--- src/rtl/branch_target_predictor.sv ---
// Direct-mapped branch target buffer with saturating direction counters.
// Combinational lookup for fetch; one-cycle update from execute; saturating statistics.
module branch_target_predictor #(
    parameter int unsigned ADDRESS_LEN  = 12,
    parameter int unsigned INDEX_BITS   = 4,
    parameter int unsigned COUNTER_BITS = 2,
    parameter int unsigned STAT_WIDTH   = 16
) (
    input  logic                   clk,
    input  logic                   rst,
    input  logic                   clear,
    input  logic [ADDRESS_LEN-1:0] fetch_pc,
    output logic                   predict_hit,
    output logic                   predict_taken,
    output logic [ADDRESS_LEN-1:0] predict_target,
    input  logic                   update_valid,
    input  logic [ADDRESS_LEN-1:0] update_pc,
    input  logic                   update_taken,
    input  logic [ADDRESS_LEN-1:0] update_target,
    input  logic                   update_pred_taken,
    output logic [STAT_WIDTH-1:0]  resolved_count,
    output logic [STAT_WIDTH-1:0]  mispredict_count
);

    localparam int unsigned ENTRIES = 1 << INDEX_BITS;
    localparam int unsigned TAG_W   = ADDRESS_LEN - INDEX_BITS;
    localparam int unsigned WT_INT  = 1 << (COUNTER_BITS - 1);

    localparam logic [COUNTER_BITS-1:0] CTR_MAX = '1;
    localparam logic [COUNTER_BITS-1:0] CTR_WT  = COUNTER_BITS'(WT_INT);
    localparam logic [COUNTER_BITS-1:0] CTR_WNT = COUNTER_BITS'(WT_INT - 1);

    logic [ENTRIES-1:0]      valid_q, valid_d;
    logic [TAG_W-1:0]        tag_q    [ENTRIES];
    logic [TAG_W-1:0]        tag_d    [ENTRIES];
    logic [ADDRESS_LEN-1:0]  target_q [ENTRIES];
    logic [ADDRESS_LEN-1:0]  target_d [ENTRIES];
    logic [COUNTER_BITS-1:0] ctr_q    [ENTRIES];
    logic [COUNTER_BITS-1:0] ctr_d    [ENTRIES];
    logic [STAT_WIDTH-1:0]   resolved_q, resolved_d;
    logic [STAT_WIDTH-1:0]   mispredict_q, mispredict_d;

    logic [INDEX_BITS-1:0]   fetch_idx;
    logic [TAG_W-1:0]        fetch_tag;
    logic                    fetch_hit;
    logic [INDEX_BITS-1:0]   upd_idx;
    logic [TAG_W-1:0]        upd_tag;
    logic                    upd_hit;

    assign fetch_idx = fetch_pc[INDEX_BITS-1:0];
    assign fetch_tag = fetch_pc[ADDRESS_LEN-1:INDEX_BITS];
    assign upd_idx   = update_pc[INDEX_BITS-1:0];
    assign upd_tag   = update_pc[ADDRESS_LEN-1:INDEX_BITS];

    assign fetch_hit = valid_q[fetch_idx] && (tag_q[fetch_idx] == fetch_tag);
    assign upd_hit   = valid_q[upd_idx] && (tag_q[upd_idx] == upd_tag);

    // Lookup reads registered state only, so a same-cycle update is never bypassed.
    always_comb begin
        predict_hit    = fetch_hit;
        predict_taken  = fetch_hit && ctr_q[fetch_idx][COUNTER_BITS-1];
        predict_target = fetch_hit ? target_q[fetch_idx] : '0;
    end

    assign resolved_count   = resolved_q;
    assign mispredict_count = mispredict_q;

    always_comb begin
        resolved_d   = resolved_q;
        mispredict_d = mispredict_q;
        if (update_valid) begin
            if (resolved_q != '1) begin
                resolved_d = resolved_q + STAT_WIDTH'(1);
            end
            if ((update_taken != update_pred_taken) && (mispredict_q != '1)) begin
                mispredict_d = mispredict_q + STAT_WIDTH'(1);
            end
        end
    end

    always_comb begin
        valid_d  = valid_q;
        tag_d    = tag_q;
        target_d = target_q;
        ctr_d    = ctr_q;
        if (clear) begin
            valid_d = '0;
            for (int unsigned i = 0; i < ENTRIES; i++) begin
                ctr_d[i] = CTR_WNT;
            end
        end else if (update_valid) begin
            if (upd_hit) begin
                if (update_taken) begin
                    target_d[upd_idx] = update_target;
                    if (ctr_q[upd_idx] != CTR_MAX) begin
                        ctr_d[upd_idx] = ctr_q[upd_idx] + COUNTER_BITS'(1);
                    end
                end else if (ctr_q[upd_idx] != '0) begin
                    ctr_d[upd_idx] = ctr_q[upd_idx] - COUNTER_BITS'(1);
                end
            end else if (update_taken) begin
                valid_d[upd_idx]  = 1'b1;
                tag_d[upd_idx]    = upd_tag;
                target_d[upd_idx] = update_target;
                ctr_d[upd_idx]    = CTR_WT;
            end
        end
    end

    always_ff @(posedge clk) begin
        if (rst) begin
            valid_q      <= '0;
            resolved_q   <= '0;
            mispredict_q <= '0;
            for (int unsigned i = 0; i < ENTRIES; i++) begin
                ctr_q[i] <= CTR_WNT;
            end
        end else begin
            valid_q      <= valid_d;
            resolved_q   <= resolved_d;
            mispredict_q <= mispredict_d;
            ctr_q        <= ctr_d;
            tag_q        <= tag_d;
            target_q     <= target_d;
        end
    end

endmodule
--- config.mk ---
export PLATFORM = sky130hd
export DESIGN_NAME = branch_target_predictor
export DESIGN_NICKNAME = d
export VERILOG_FILES = /design/src/rtl/branch_target_predictor.sv
export SDC_FILE = /design/constraint.sdc
export NUM_CORES = 1
export LEC_CHECK = 0
export CAP_MARGIN = 20
export CORE_ASPECT_RATIO = 1.2
export CORE_UTILIZATION = 32
export CTS_BUF_LIST = sky130_fd_sc_hd__clkbuf_4 sky130_fd_sc_hd__clkbuf_8
export CTS_CLUSTER_DIAMETER = 150
export CTS_CLUSTER_SIZE = 24
export DETAILED_ROUTE_END_ITERATION = 16
export GPL_TIMING_DRIVEN = 1
export PLACE_DENSITY_LB_ADDON = 0.05
export SLEW_MARGIN = 20
export SYNTH_ARGS = -nofsm -noshare
export SYNTH_HDL_FRONTEND = slang
export SYNTH_SLANG_ARGS = --single-unit
--- constraint.sdc ---
create_clock -name clk -period 10.3 [get_ports clk]
set_clock_uncertainty 0.2 [all_clocks]
set_input_delay 2.06 -clock clk [delete_from_list [all_inputs] [get_ports clk]]
set_output_delay 2.06 -clock clk [all_outputs]
set_load 0.02 [all_outputs]
# Yosys cells after proc, flatten, opt, wreduce, memory -nomap -nowiden
# Cells that the tools add are included.
# op_classes
bitwise	9
order_cmp	6
n_reduce_logical	16
n_eq_ne	7
add_sub_neg	4
mux	37
# ops
op	count
$bwmux W192	1
$mux W32	5
$bwmux W128	1
$bmux W8 S4	2
$bwmux W32	2
$bmux W12 S4	1
$demux W12 S4	1
$mux W12	4
$mux W8	5
$add A16 B1 Y16 const B	2
$demux W8 S4	1
$ne A16 B16 Y1 const B	2
$or A16 B16 Y16	2
$and A16 B16 Y16	1
$bmux W2 S4	2
$eq A8 B8 Y1	2
$not A16 Y16	1
$ge A5 B5 Y1 const B	2
$lt A4 B5 Y1 const B	2
$mux W2	5
$not A4 Y5	2
$bmux W1 S4	2
$demux W2 S4	1
$reduce_and A4 Y1	2
other kinds (16)	28
# word_totals
elab_cells	130
inputBits	42
output_inout_bits	46
ff_bits	400

# Longest topological paths before layout
# Gate-level depths: netlist of the first run.
# depth
word_depth	9
depth_mapped	16
depth_no_buf	10

# Worst setup path after synthesis of the first run
# Ideal clock, no wire load.
# synth_path
path_kind	input to output
start	input fetch_pc[0]
end	output predict_target[0]
setup_slack_ns	3.398
required_ns	8.040
arrival_ns	4.642
stages	7
path_cell_list	buf_2 buf_2 buf_2 buf_1 mux4_2 mux4_2 and3_1
# synth_between
elab_chain_cells	7
word_cells_on_any_way	12
classes_between	1 x eq/ne; 9 x mux; 1 x bitwise; 1 x reduce/logical
# synth_lines
item	line	rtl
start: declaration	12	input logic [ADDRESS_LEN-1:0] fetch_pc,
$not A4 Y5 (implied by the code)	55, 62	
$bmux W8 S4	55	assign fetch_hit = valid_q[fetch_idx] && (tag_q[fetch_idx] == fetch_tag);
$mux W8 (implied by the code) (2 in a row)	55	
$eq A8 B8 Y1	55	
$logic_and A1 B1 Y1	55	
$mux W12 *	62	predict_target = fetch_hit ? target_q[fetch_idx] : '0;
end: declaration	15	output logic [ADDRESS_LEN-1:0] predict_target,
# Every way passes the cells marked *; elsewhere a longest branch is shown, timed or not. The select of a mux whose other input is x is not followed.

# Worst setup path in the final report of the first run
# layout_path
start	input fetch_pc[0]
end	output predict_target[9]
# Same word-level chain as after synthesis.

==> reports/metrics.cfg, run 1 <==
[status]
status=complete, no violations

[min_path]
hold_start=valid_q[6]
hold_depth=1
hold_end=valid_q[6]
hp-class=reg -> reg

[sta]
worst_slew_pin_slew_ns=1.082
slew_headroom_pct=27.80
finalHoldViolCount=0
grt_setup_unrepaired=false
finalCritPeriodShare_pct=81.48
max_clock_freq_ghz=0.1192
finalSetupViolations=0
fin_ws_ns=1.908
setup_tns_ns=0
drv_slew=0
post-route-min-period_ns=8.392

[grt]
grt_use_met1_pct=22.92
grt_start_max_net_pins=51
grt_use_total_pct=17.70
grt_antenna_before_repair=1
grt_pass1_vias=10260
busiest_layer=met2
grt_pass1_wl_mm=72.65
gr-total-overflow=0
use_met3_pct=1.766
use_met2_pct=32.30

[worst_setup_path]
crit_type=in -> out
cp.arrival_ns=6.13
cp.buffers_inverters=2
required_ns=8.04
r2r-end=tag_q[72]
worstSetupStartpointType=primary input
cpPeakStageDelay_ns=0.98
reg2reg_from=tag_q[91]
cp_max_fo=50
ff2ff_path_depth=7
cp_common_cell=mux4_2
end_kind=output port
rrSetupSlack_ns=6.07
crit_chain=buf_6 > mux4_2 > mux4_2 > xnor2_1 > nand4_1 > nor4_4 > and3_1 > clkdlybuf4s50_1
crit_slowest_cell=nor4_4
cp_top_family=simple AND/OR/NAND/NOR gates

[synth]
ys_seq_area_share_pct=63.35
syn_nets=1123
mappedNetlistArea_sq_um=17700
synth_cell_type_count=51
yosysTopAreaCellShare_pct=54.30
ys.flop_type=edfxtp_1
ys_top_cells_by_area=edfxtp_1 (54%), mux4_2 (19%), dfxtp_1 (9.1%)
ys_seq_elements=400
synth-edff-count=320
yosys_warnings=0
syn_area_per_cell_sq_um=16.43
synth_top_area_cell=edfxtp_1
syn_inst=1077
async_reset_ff_share_pct=0

[floorplanning]
die_area_sq_um=56250
placementRows=94
die_x_microns=216.7
start_util_pct=32.36
die_h_microns=259.6
pin_count=88
coreArea_sq_um=54690

[placed_design]
hpwl_mm=30.79
gp_congestion=0.7292
portBuffers=87
post-place-ws_ns=1.694

[cts]
clk_latency_ns=0.64
clkTransAtPathRegs_ns=0.15
cts_setup_buffers=0
cts_buffers=20
cts.sinks=400
cts_resized=0
cts_tree=yes
h-tree-depth=1
clk_path_buf_depth=3
cts_root_buf=clkbuf_8
ctsHoldBuffers=0

[power_and_ir_drop]
vdd_drop_max_mv=0.08095
power_density_nw_per_um2=136.3
p_leak_nw=6.096
power_w=0.002693

[finish]
layout.nets=1180
drive_above_1_share_pct=20.95
syn2layout_area_growth_pct=11.65
layout_common_cells=edfxtp_1 (320), mux4_2 (146), dfxtp_1 (80), clkdlybuf4s50_1 (80), nand2_1 (58)
layout_commonest_cell=edfxtp_1

[routing]
vias=9798
wl_per_cell_microns=26.62
antenna_left=0
firstDrtPassIters=5
wl_mm=49.56
drc=0
drt-initial-drc-count=679
vias_per_cell=5.262

[run]
maxCapViolCount=0

-- routing by layer --
layer	routed length [microns]	share of wire, %	up-vias
met5	0	0	-
met2	26250	53	141
li1	-	-	4427
met3	1202	2.4	28
met4	524	1.1	0
met1	21580	44	5202
-- worst reg2reg max path, delay by kind of cell, from the launching register on --
kind / cells / cell delay (ns)
AOI/OAI and AO/OA: 2 / 0.54
DFF: 1 / 0.42
muxes: 3 / 1.15
and+or+nand+nor: 2 / 1.54
-- cells by family after synthesis --
kind of cell,after synthesis,synth area share [%]
xor+xnor,43,2.128
flops,400,63.35
simple gates,245,6.597
fa+ha+maj,4,0.2828
mux,184,20.75
compound gates,124,4.808
buf+inv,77,2.086
-- power by group --
group	leakage, nW	switching (W)	internal [W]
logic	2.39	0.000131	0.0000936
clock network	0.188	0.000500	0.000217
registers	3.52	0.00000406	0.00175
total	6.10	0.000635	0.00206
-- cell usage after synthesis (all sizes together), types with 3 or more instances --
| library cell | instances |
|---|---|
| o21ai | 25 |
| nand3 | 24 |
| a211oi | 12 |
| a21o | 11 |
| ha | 4 |
| a21oi | 20 |
| xnor2 | 16 |
| clkbuf | 32 |
| mux4 | 146 |
| or3 | 8 |
| nor3 | 25 |
| a221o | 6 |
| and3 | 20 |
| and4 | 5 |
| a31oi | 21 |
| dfxtp | 80 |
| mux2i | 36 |
| nand2b | 3 |
| a22oi | 8 |
| xor2 | 27 |
| nand4 | 15 |
| nor2b | 8 |
| a22o | 3 |
| nand2 | 58 |
| inv | 6 |
| nor2 | 74 |
| o211ai | 10 |
| edfxtp | 320 |
| buf | 39 |
-- worst max path at each step --
stage / to / slack (ns) / startpoint / cells after the start
after detailed placement: predict_target[9] / 1.69 / fetch_pc[0] / 8
final: predict_target[9] / 1.91 / fetch_pc[0] / 8
after floorplan: predict_target[0] / 3.40 / fetch_pc[0] / 7
after global placement: predict_target[9] / 1.78 / fetch_pc[0] / 8
after global routing: predict_target[6] / 1.61 / fetch_pc[0] / 8
after CTS: predict_target[9] / 1.70 / fetch_pc[0] / 8
-- flip-flops by register name, indices dropped and copies added (netlist names) --
| signal | count |
|---|---|
| target_q | 192 |
| tag_q | 128 |
| ctr_q | 32 |
| mispredict_count | 16 |
| resolved_count | 16 |
| valid_q | 16 |
-- cell type report --
type,instances,area (sq um)
Multi-Input combinational cell,600,6275
Clock inverter,1,8.758
Fill cell,5180,34930
Sequential cell,400,11210
Clock buffer,28,341.6
Antenna cell,1,2.502
Timing Repair Buffer,106,996.0
Tap cell,720,900.9
Inverter,6,22.52
-- metrics by stage --
stage / utilization, % / hold slack (ns) / cell area (sq um) / instances
final: 36.13 / 0.2957 / 19760 / 1862
after global routing: 36.13 / 0.3251 / 19760 / 1862
after CTS: 36.10 / 0.2979 / 19740 / 1860
after detailed placement: 35.46 / 0.2665 / 19390 / 1831
after global placement: 35.45 / 0.2611 / 19390 / 1831
after floorplan: - / 0.2369 / 17700 / 1077
Power figures use the tool's default switching activity.
==> inputs of run 2 (changes only) <==
==> constraint.sdc (replaced) <==
create_clock -name clk -period 7.55 [get_ports clk]
set_clock_uncertainty 0.2 [all_clocks]
set_input_delay 1.51 -clock clk [delete_from_list [all_inputs] [get_ports clk]]
set_output_delay 1.51 -clock clk [all_outputs]
set_load 0.02 [all_outputs]
==> run 2 against run 1 <==
Against the previous run:
- sequential power is 37% higher
- sequential share of layout area down 0.47 points
- largest cell class unchanged
- critical path type unchanged
- first-iteration DRC count is 1.5% lower
- power is 38% higher
- critical endpoint is now predict_target[0]
- clock power up 42%
- register-to-register slack got worse by 2.7 ns
- non-clock buffer count increased by 18
==> reports/metrics.cfg, run 2 (synthesized netlist as in run 1, its figures left out) <==
[finish]
layout_commonest_cell=edfxtp_1
syn2layout_area_growth_pct=12.59
drive_above_1_share_pct=22.64
largest_reg_flops=192
regArea_sq_um=11210
layout.nets=1198
stdcell_count=1887
nFillCells=5208
multi_input_area_sq_um=6257
largest_register=target_q
top_regs=target_q: 192 flops, tag_q: 128 flops, ctr_q: 32 flops
layout_common_cells=edfxtp_1 (320), mux4_2 (146), dfxtp_1 (80), clkdlybuf4s50_1 (80), nand2_1 (58)

[placed_design]
dp.cells=1850
portBuffers=87
gp_congestion=0.7497
hpwl_mm=31.19

[sta]
drv_slew=0
slew_headroom_pct=29.54
finalSetupViolations=0
finalHoldViolCount=0
worst_slew_pin_slew_ns=1.056
post-route-min-period_ns=6.757
setup_tns_ns=0
grt_setup_unrepaired=false
max_clock_freq_ghz=0.1480
finalCritPeriodShare_pct=89.49

[run]
maxCapViolCount=0

[grt]
gr-total-overflow=0
grt_start_max_net_pins=42
grt_antenna_before_repair=1
grt_pass1_wl_mm=74.05
grt_pass1_vias=10550
grt_use_total_pct=17.94

[worst_setup_path]
ff2ff_path_depth=7
cp.buffers_inverters=4
endpoint=predict_target[0]
crit_type=in -> out
worstSetupStartpointType=primary input
reg2reg_from=tag_q[67]
crit_slowest_cell=clkdlybuf4s50_1
cpPeakStageDelay_ns=0.61
cp.arrival_ns=5.05
critical_path.startpoint=fetch_pc[0]
r2r-end=tag_q[93]
cp_top_family=buffers and inverters
crit_cells=10
rrSetupSlack_ns=3.35
cp_max_fo=25
end_kind=output port
crit_chain=buf_6 > buf_4 > mux4_2 > mux4_2 > xnor2_1 > nand2_1 > nor4_4 > buf_4 > and3_1 > clkdlybuf4s50_1
required_ns=5.84

[floorplanning]
die_x_microns=216.7
placementRows=94
pin_count=88
die_h_microns=259.6
coreArea_sq_um=54690
die_area_sq_um=56250
start_util_pct=32.36

[cts]
cts_setup_buffers=0
clk_latency_ns=0.63
cts_root_buf=clkbuf_8
cts_tree=yes
h-tree-depth=1
cts.sinks=400
ctsHoldBuffers=0
clk_path_buf_depth=3
cts_resized=0
clkTransAtPathRegs_ns=0.14
cts_buffers=20

[routing]
drt-initial-drc-count=669
vias_per_cell=5.294
drc=0
wl_mm=50.04
wl_per_cell_microns=26.52
firstDrtPassIters=5
vias=9990
antenna_left=0

[power_and_ir_drop]
vdd_drop_max_mv=0.08977
power_density_nw_per_um2=186.6
power_w=0.003718
p_leak_nw=6.221

[status]
status=complete, no violations

[min_path]
hp-class=reg -> reg

run 2: changes by cell type in the layout (fill, tap and decap cells not counted), sizes merged:
cell / delta
buf: +18
clkbuf: +7
run 2: stage by stage:
stage | util, % | area, sq um | hold WS, ns | setup slack, ns
5_1_grt | 36.43 | 19920 | 0.3286 | 0.5392
6_report | 36.43 | 19920 | 0.2920 | 0.7931
3_3_place_gp | 35.69 | 19520 | 0.2595 | 0.6699
4_1_cts | 36.43 | 19920 | 0.3004 | 0.6461
3_5_place_dp | 35.69 | 19520 | 0.2654 | 0.6390
2_1_floorplan | - | 17700 | 0.2369 | 1.748
run 2: metal layers:
| layer | part of all wire [%] | up-vias | global-route usage (%) |
|---|---|---|---|
| li1 | - | 4464 | - |
| met1 | 44 | 5342 | 23.91 |
| met5 | 0 | - | 0 |
| met3 | 2.4 | 38 | 1.333 |
| met2 | 52 | 146 | 32.23 |
| met4 | 1.4 | 0 | 3.267 |
run 2: cell type report:
class                   count  share of cell area (%)
diodes                      1                 0.01256
clock buffers              35                   1.978
clock inverters             1                 0.04396
inverters                   6                  0.1130
multi-input cells         600                   31.41
flip-flops and latches    400                   56.27
well taps                 720                   4.521
repair buffers            124                   5.658
run 2: worst min path at each step:
stage,endpoint,start,cells after the start,slack (ns)
after detailed placement,valid_q[5],valid_q[5],1,0.27
after floorplan,valid_q[10],valid_q[10],2,0.24
after global routing,valid_q[10],valid_q[10],2,0.33
final,valid_q[1],valid_q[1],1,0.29
after CTS,ctr_q[11],ctr_q[11],2,0.30
after global placement,valid_q[11],valid_q[11],1,0.26
run 2: report_power, final:
part	switching [W]	leakage [nW]	internal [W]	total [W]
Combinational	0.000178	2.48	0.000130	0.000308
Clock	0.000686	0.220	0.000334	0.00102
Sequential	0.00000565	3.52	0.00238	0.00239
==> RTL change 1 (flow settings as in run 2) <==
`ADDRESS_LEN`: 12 -> 11.
--- a/src/rtl/branch_target_predictor.sv
+++ b/src/rtl/branch_target_predictor.sv
@@ -2,5 +2,5 @@
 // Combinational lookup for fetch; one-cycle update from execute; saturating statistics.
 module branch_target_predictor #(
-    parameter int unsigned ADDRESS_LEN  = 12,
+    parameter int unsigned ADDRESS_LEN  = 11,
     parameter int unsigned INDEX_BITS   = 4,
     parameter int unsigned COUNTER_BITS = 2,
Ports: changed (resized fetch_pc, predict_target, update_pc and update_target); port bits go from 88 to 84. The function was not compared with the original's and may differ.
==> RTL change 1 against run 2 <==
Routed wire length fell by 9.2%. Synthesized area is 7.8% lower. Utilization about the same. Sequential cell count fell by 32. Final cell count fell by 8.7%. Critical path depth fell by 2. Setup slack improved by 78 ps. Via count down 11%. Die area down 7.7%. Cell area shrank 8.1%. Total power shrank 9.5%. Combinational power is 12% lower.
==> RTL change 1: results <==
{
  "syn_area_per_cell_um2": 16.7,
  "status": "complete, no violations",
  "ys_warn_count": 0,
  "nets": 1117,
  "synthTopCellsByArea": "edfxtp_1 (53%), mux4_2 (18%), dfxtp_1 (9.8%)",
  "pg_clk_uw": 900,
  "sw_frac_of_total_pct": 23.4,
  "combPwrFrac_pct": 8.1,
  "ys_types": 60,
  "total_power_uw": 3360,
  "synthXorXnorAreaFrac_pct": 2.04,
  "drive_gt1_share_pct": 23.4,
  "pre_cts_slack_ps": 810,
  "first_iter_violations": 539,
  "min_path_cells": 2,
  "power.leakage_uw": 0.00576,
  "hold_start": "ctr_q[19]",
  "wl_per_cell_um": 26.4,
  "worstPathArrival_ps": 4970,
  "ys_top_cells_by_count": "edfxtp_1 (288), mux4_2 (127), dfxtp_1 (80), nor2_1 (66), nand2_1 (65)",
  "slowest_delay_ps": 750,
  "grtUsageTotal_pct": 17.6,
  "vias": 8924,
  "reg_top3": "target_q x176, tag_q x112, ctr_q x32",
  "grt_pass1_wl_mm": 66.3,
  "ir_drop_mv": 0.0984,
  "rrSetupSlack_ps": 3930,
  "dp_hpwl_mm": 29.1,
  "n_antenna_cell": 0,
  "drt_pass1_iterations": 4,
  "cts_made_buffers": 19,
  "crit_fanout": 28,
  "min_period_ps": 6680,
  "hp-class": "reg -> reg",
  "synth_fp_nets": 1019,
  "min_delay_worst_endpoint": "ctr_q[19]",
  "synth_compound_area_share_pct": 4.77,
  "slew_headroom_pct": 46.1,
  "synth_edf_count": 288,
  "crit_start": "fetch_pc[0]",
  "reg2reg_from": "tag_q[83]",
  "whs_ps": 285,
  "timing.rr.end": "ctr_q[21]",
  "crit_slowest_cell": "or4_4",
  "placement.cell_area_um2": 18000,
  "crit_family": "simple AND/OR/NAND/NOR gates",
  "synthAdderAreaFrac_pct": 0.307,
  "drt-total-wl_mm": 45.4,
  "antenna_found_initial": 0,
  "io_buffers": 83,
  "fillers": 4706,
  "gp_congestion": 0.736,
  "grt_pass1_vias": 9326,
  "seq_area_frac_synth_pct": 62.8,
  "dp_cells": 1697,
  "synthMuxAreaShare_pct": 21.2
}
## RTL change 1: final cells by class
| type | instances | area (um2) | share of cell area [%] |
|---|---|---|---|
| multi-input cells | 525 | 5640 | 30.8 |
| repair buffers | 136 | 1210 | 6.59 |
| well taps | 644 | 806 | 4.40 |
| clock inverters | 1 | 16.3 | 0.0888 |
| flip-flops and latches | 368 | 10200 | 56.0 |
| clock buffers | 25 | 307 | 1.67 |
| inverters | 24 | 90.1 | 0.492 |
## RTL change 1: per-layer routing
| metal | share of wire [%] | global-route usage, % | routed length, um |
|---|---|---|---|
| met5 | 0 | 0 | 0 |
| met4 | 2.2 | 4.57 | 1010 |
| met3 | 2.3 | 1.57 | 1040 |
| met2 | 52 | 31.7 | 23700 |
| met1 | 43 | 22.7 | 19600 |
## RTL change 1: worst min-delay path: stages, from the launching register on
cell and delay (ps):
dfxtp_1 350, nand2_1 50, mux2i_1 50
==> RTL change 2 (settings of run 2) <==
Without the edit above. Register the input `update_taken` before use, cleared by the reset. The logic sees it one clock later. The other inputs are not delayed to match.
--- a/src/rtl/branch_target_predictor.sv
+++ b/src/rtl/branch_target_predictor.sv
@@ -30,4 +30,14 @@
     localparam logic [COUNTER_BITS-1:0] CTR_WT  = COUNTER_BITS'(WT_INT);
     localparam logic [COUNTER_BITS-1:0] CTR_WNT = COUNTER_BITS'(WT_INT - 1);
+
+    logic update_taken_q;
+
+    always_ff @(posedge clk) begin
+        if (rst) begin
+            update_taken_q <= '0;
+        end else begin
+            update_taken_q <= update_taken;
+        end
+    end
 
     logic [ENTRIES-1:0]      valid_q, valid_d;
@@ -73,5 +83,5 @@
                 resolved_d = resolved_q + STAT_WIDTH'(1);
             end
-            if ((update_taken != update_pred_taken) && (mispredict_q != '1)) begin
+            if ((update_taken_q != update_pred_taken) && (mispredict_q != '1)) begin
                 mispredict_d = mispredict_q + STAT_WIDTH'(1);
             end
@@ -91,5 +101,5 @@
         end else if (update_valid) begin
             if (upd_hit) begin
-                if (update_taken) begin
+                if (update_taken_q) begin
                     target_d[upd_idx] = update_target;
                     if (ctr_q[upd_idx] != CTR_MAX) begin
@@ -99,5 +109,5 @@
                     ctr_d[upd_idx] = ctr_q[upd_idx] - COUNTER_BITS'(1);
                 end
-            end else if (update_taken) begin
+            end else if (update_taken_q) begin
                 valid_d[upd_idx]  = 1'b1;
                 tag_d[upd_idx]    = upd_tag;
Function: not settled (the Yosys comparison gave no result); the edit may change what the design does.
==> RTL change 2 against run 2 <==
Setup slack lost 190 ps. Hold slack gained 19 ps. Fmax decreased by 2.8%. Critical path depth increased by 1. First-iteration DRC count up 4.6%. Synthesized area grew 1.0%. Total power shrank 0.71%. Sequential cell count increased by 1. Non-clock buffer count is 13 higher. Via count up 1.4%. Routed wire length down 1.2%. Synthesized cell count grew 1.5%. Utilization rose by 0.066 points. Cell area up 0.83%. Critical path type unchanged. Critical endpoint is now predict_target[11]. Largest power group unchanged. Highest routed layer unchanged.
==> RTL change 2: results <==
{
  "status": "complete, no violations",
  "gp_congestion": 0.750,
  "ys_top_cells_by_count": "edfxtp_1 (320), mux4_2 (144), nor2_1 (103), dfxtp_1 (81), clkbuf_1 (42)",
  "timing.rr.end": "ctr_q[7]",
  "grtUsageTotal_pct": 17.5,
  "slowest_delay_ps": 650,
  "yosysTopAreaCellShare_pct": 53.8,
  "htree_num_levels": 1,
  "insertion_delay_ps": 630,
  "pre_cts_slack_ps": 551,
  "crit_slowest_cell": "clkdlybuf4s50_1",
  "nets": 1224,
  "grt_pass1_vias": 10560,
  "rrSetupSlack_ps": 3470,
  "synthFlopType": "edfxtp_1",
  "reg2reg_depth": 9,
  "ys_types": 56,
  "grt_max_degree": 61,
  "seqCellArea_um2": 11200,
  "antenna_found_initial": 2,
  "synthTopCellsByArea": "edfxtp_1 (54%), mux4_2 (18%), dfxtp_1 (9.1%)",
  "drt-total-wl_mm": 49.4,
  "drc": 0,
  "crit_fanout": 25,
  "placement.cell_area_um2": 19700,
  "worstPathArrival_ps": 5240,
  "cts_resized": 0,
  "grt_pass1_wl_mm": 72.6,
  "drive_gt1_share_pct": 23.0,
  "min_delay_worst_endpoint": "mispredict_count[15]",
  "synth_fp_nets": 1139,
  "wl_per_cell_um": 25.8,
  "synth_edf_count": 320,
  "ir_drop_mv": 0.112,
  "seq_area_frac_synth_pct": 62.8,
  "io_buffers": 87,
  "tightest_slew_ps": 1040,
  "hold_start": "mispredict_count[15]",
  "min_path_cells": 2,
  "dp_hpwl_mm": 31.2,
  "reg2reg_from": "tag_q[76]",
  "first_iter_violations": 700,
  "cts.reportedPaths.clkPinSlew_ps": 150,
  "power.leakage_uw": 0.00609,
  "reg_top3": "target_q x192, tag_q x128, ctr_q x32",
  "cts_setup_buffers": 0,
  "syn_area_per_cell_um2": 16.4,
  "fillers": 5201,
  "via_per_inst": 5.29
}
RTL change 2: kinds of logic after synthesis:
family	after synthesis	synth area share, %
XOR/XNOR	45	2.20
AO/OA/AOI/OAI	119	5.28
multiplexers	183	20.4
adder cells (fa/ha/maj)	4	0.280
buffers and inverters	81	2.05
AND/OR/NAND/NOR	260	6.93
flip-flops	401	62.8
RTL change 2: worst max-delay path by stage:
stage                     depth (start not counted)  slack, ps         from                  to
after floorplan                                  10       1480  fetch_pc[0]  predict_target[10]
after global placement                           11        560  fetch_pc[0]   predict_target[0]
after detailed placement                         11        550  fetch_pc[0]  predict_target[11]
after CTS                                        11        540  fetch_pc[0]  predict_target[11]
after global routing                             11        440  fetch_pc[0]   predict_target[0]
final                                            11        600  fetch_pc[0]  predict_target[11]
RTL change 2: area by class of cell:
class / count / area share (%)
multi-input cells: 611 / 31.4
diodes: 4 / 0.0498
flip-flops and latches: 401 / 55.9
clock inverters: 1 / 0.0436
repair buffers: 137 / 6.10
inverters: 7 / 0.131
clock buffers: 34 / 1.92
well taps: 720 / 4.48
RTL change 2: per-stage QoR:
step,hold WS (ps),power (uW)
5_1_grt,354,3830
3_5_place_dp,292,2740
2_1_floorplan,248,2620
6_report,311,3690
4_1_cts,316,3760
3_3_place_gp,283,2730
RTL change 2: worst max-delay path, delay by kind of cell:
family                 cells  cell delay [ps]
AO/OA/AOI/OAI              1              520
XOR/XNOR                   1              320
buffers and inverters      4             1390
multiplexers               2             1030
AND/OR/NAND/NOR            3              430
RTL change 2: per-layer routing:
layer / up-vias / track usage, % / routed length, um
met5: - / 0 / 0
met4: 0 / 4.02 / 934
met3: 53 / 1.95 / 1720
met2: 200 / 32.6 / 26500
met1: 5337 / 21.6 / 20200
li1: 4537 / - / -
RTL change 2: power by group:
part	internal [uW]	leakage [uW]	switching, uW	total (uW)
clock network	329	0.000215	685	1010
registers	2380	0.00353	4.53	2390
logic	126	0.00234	162	288
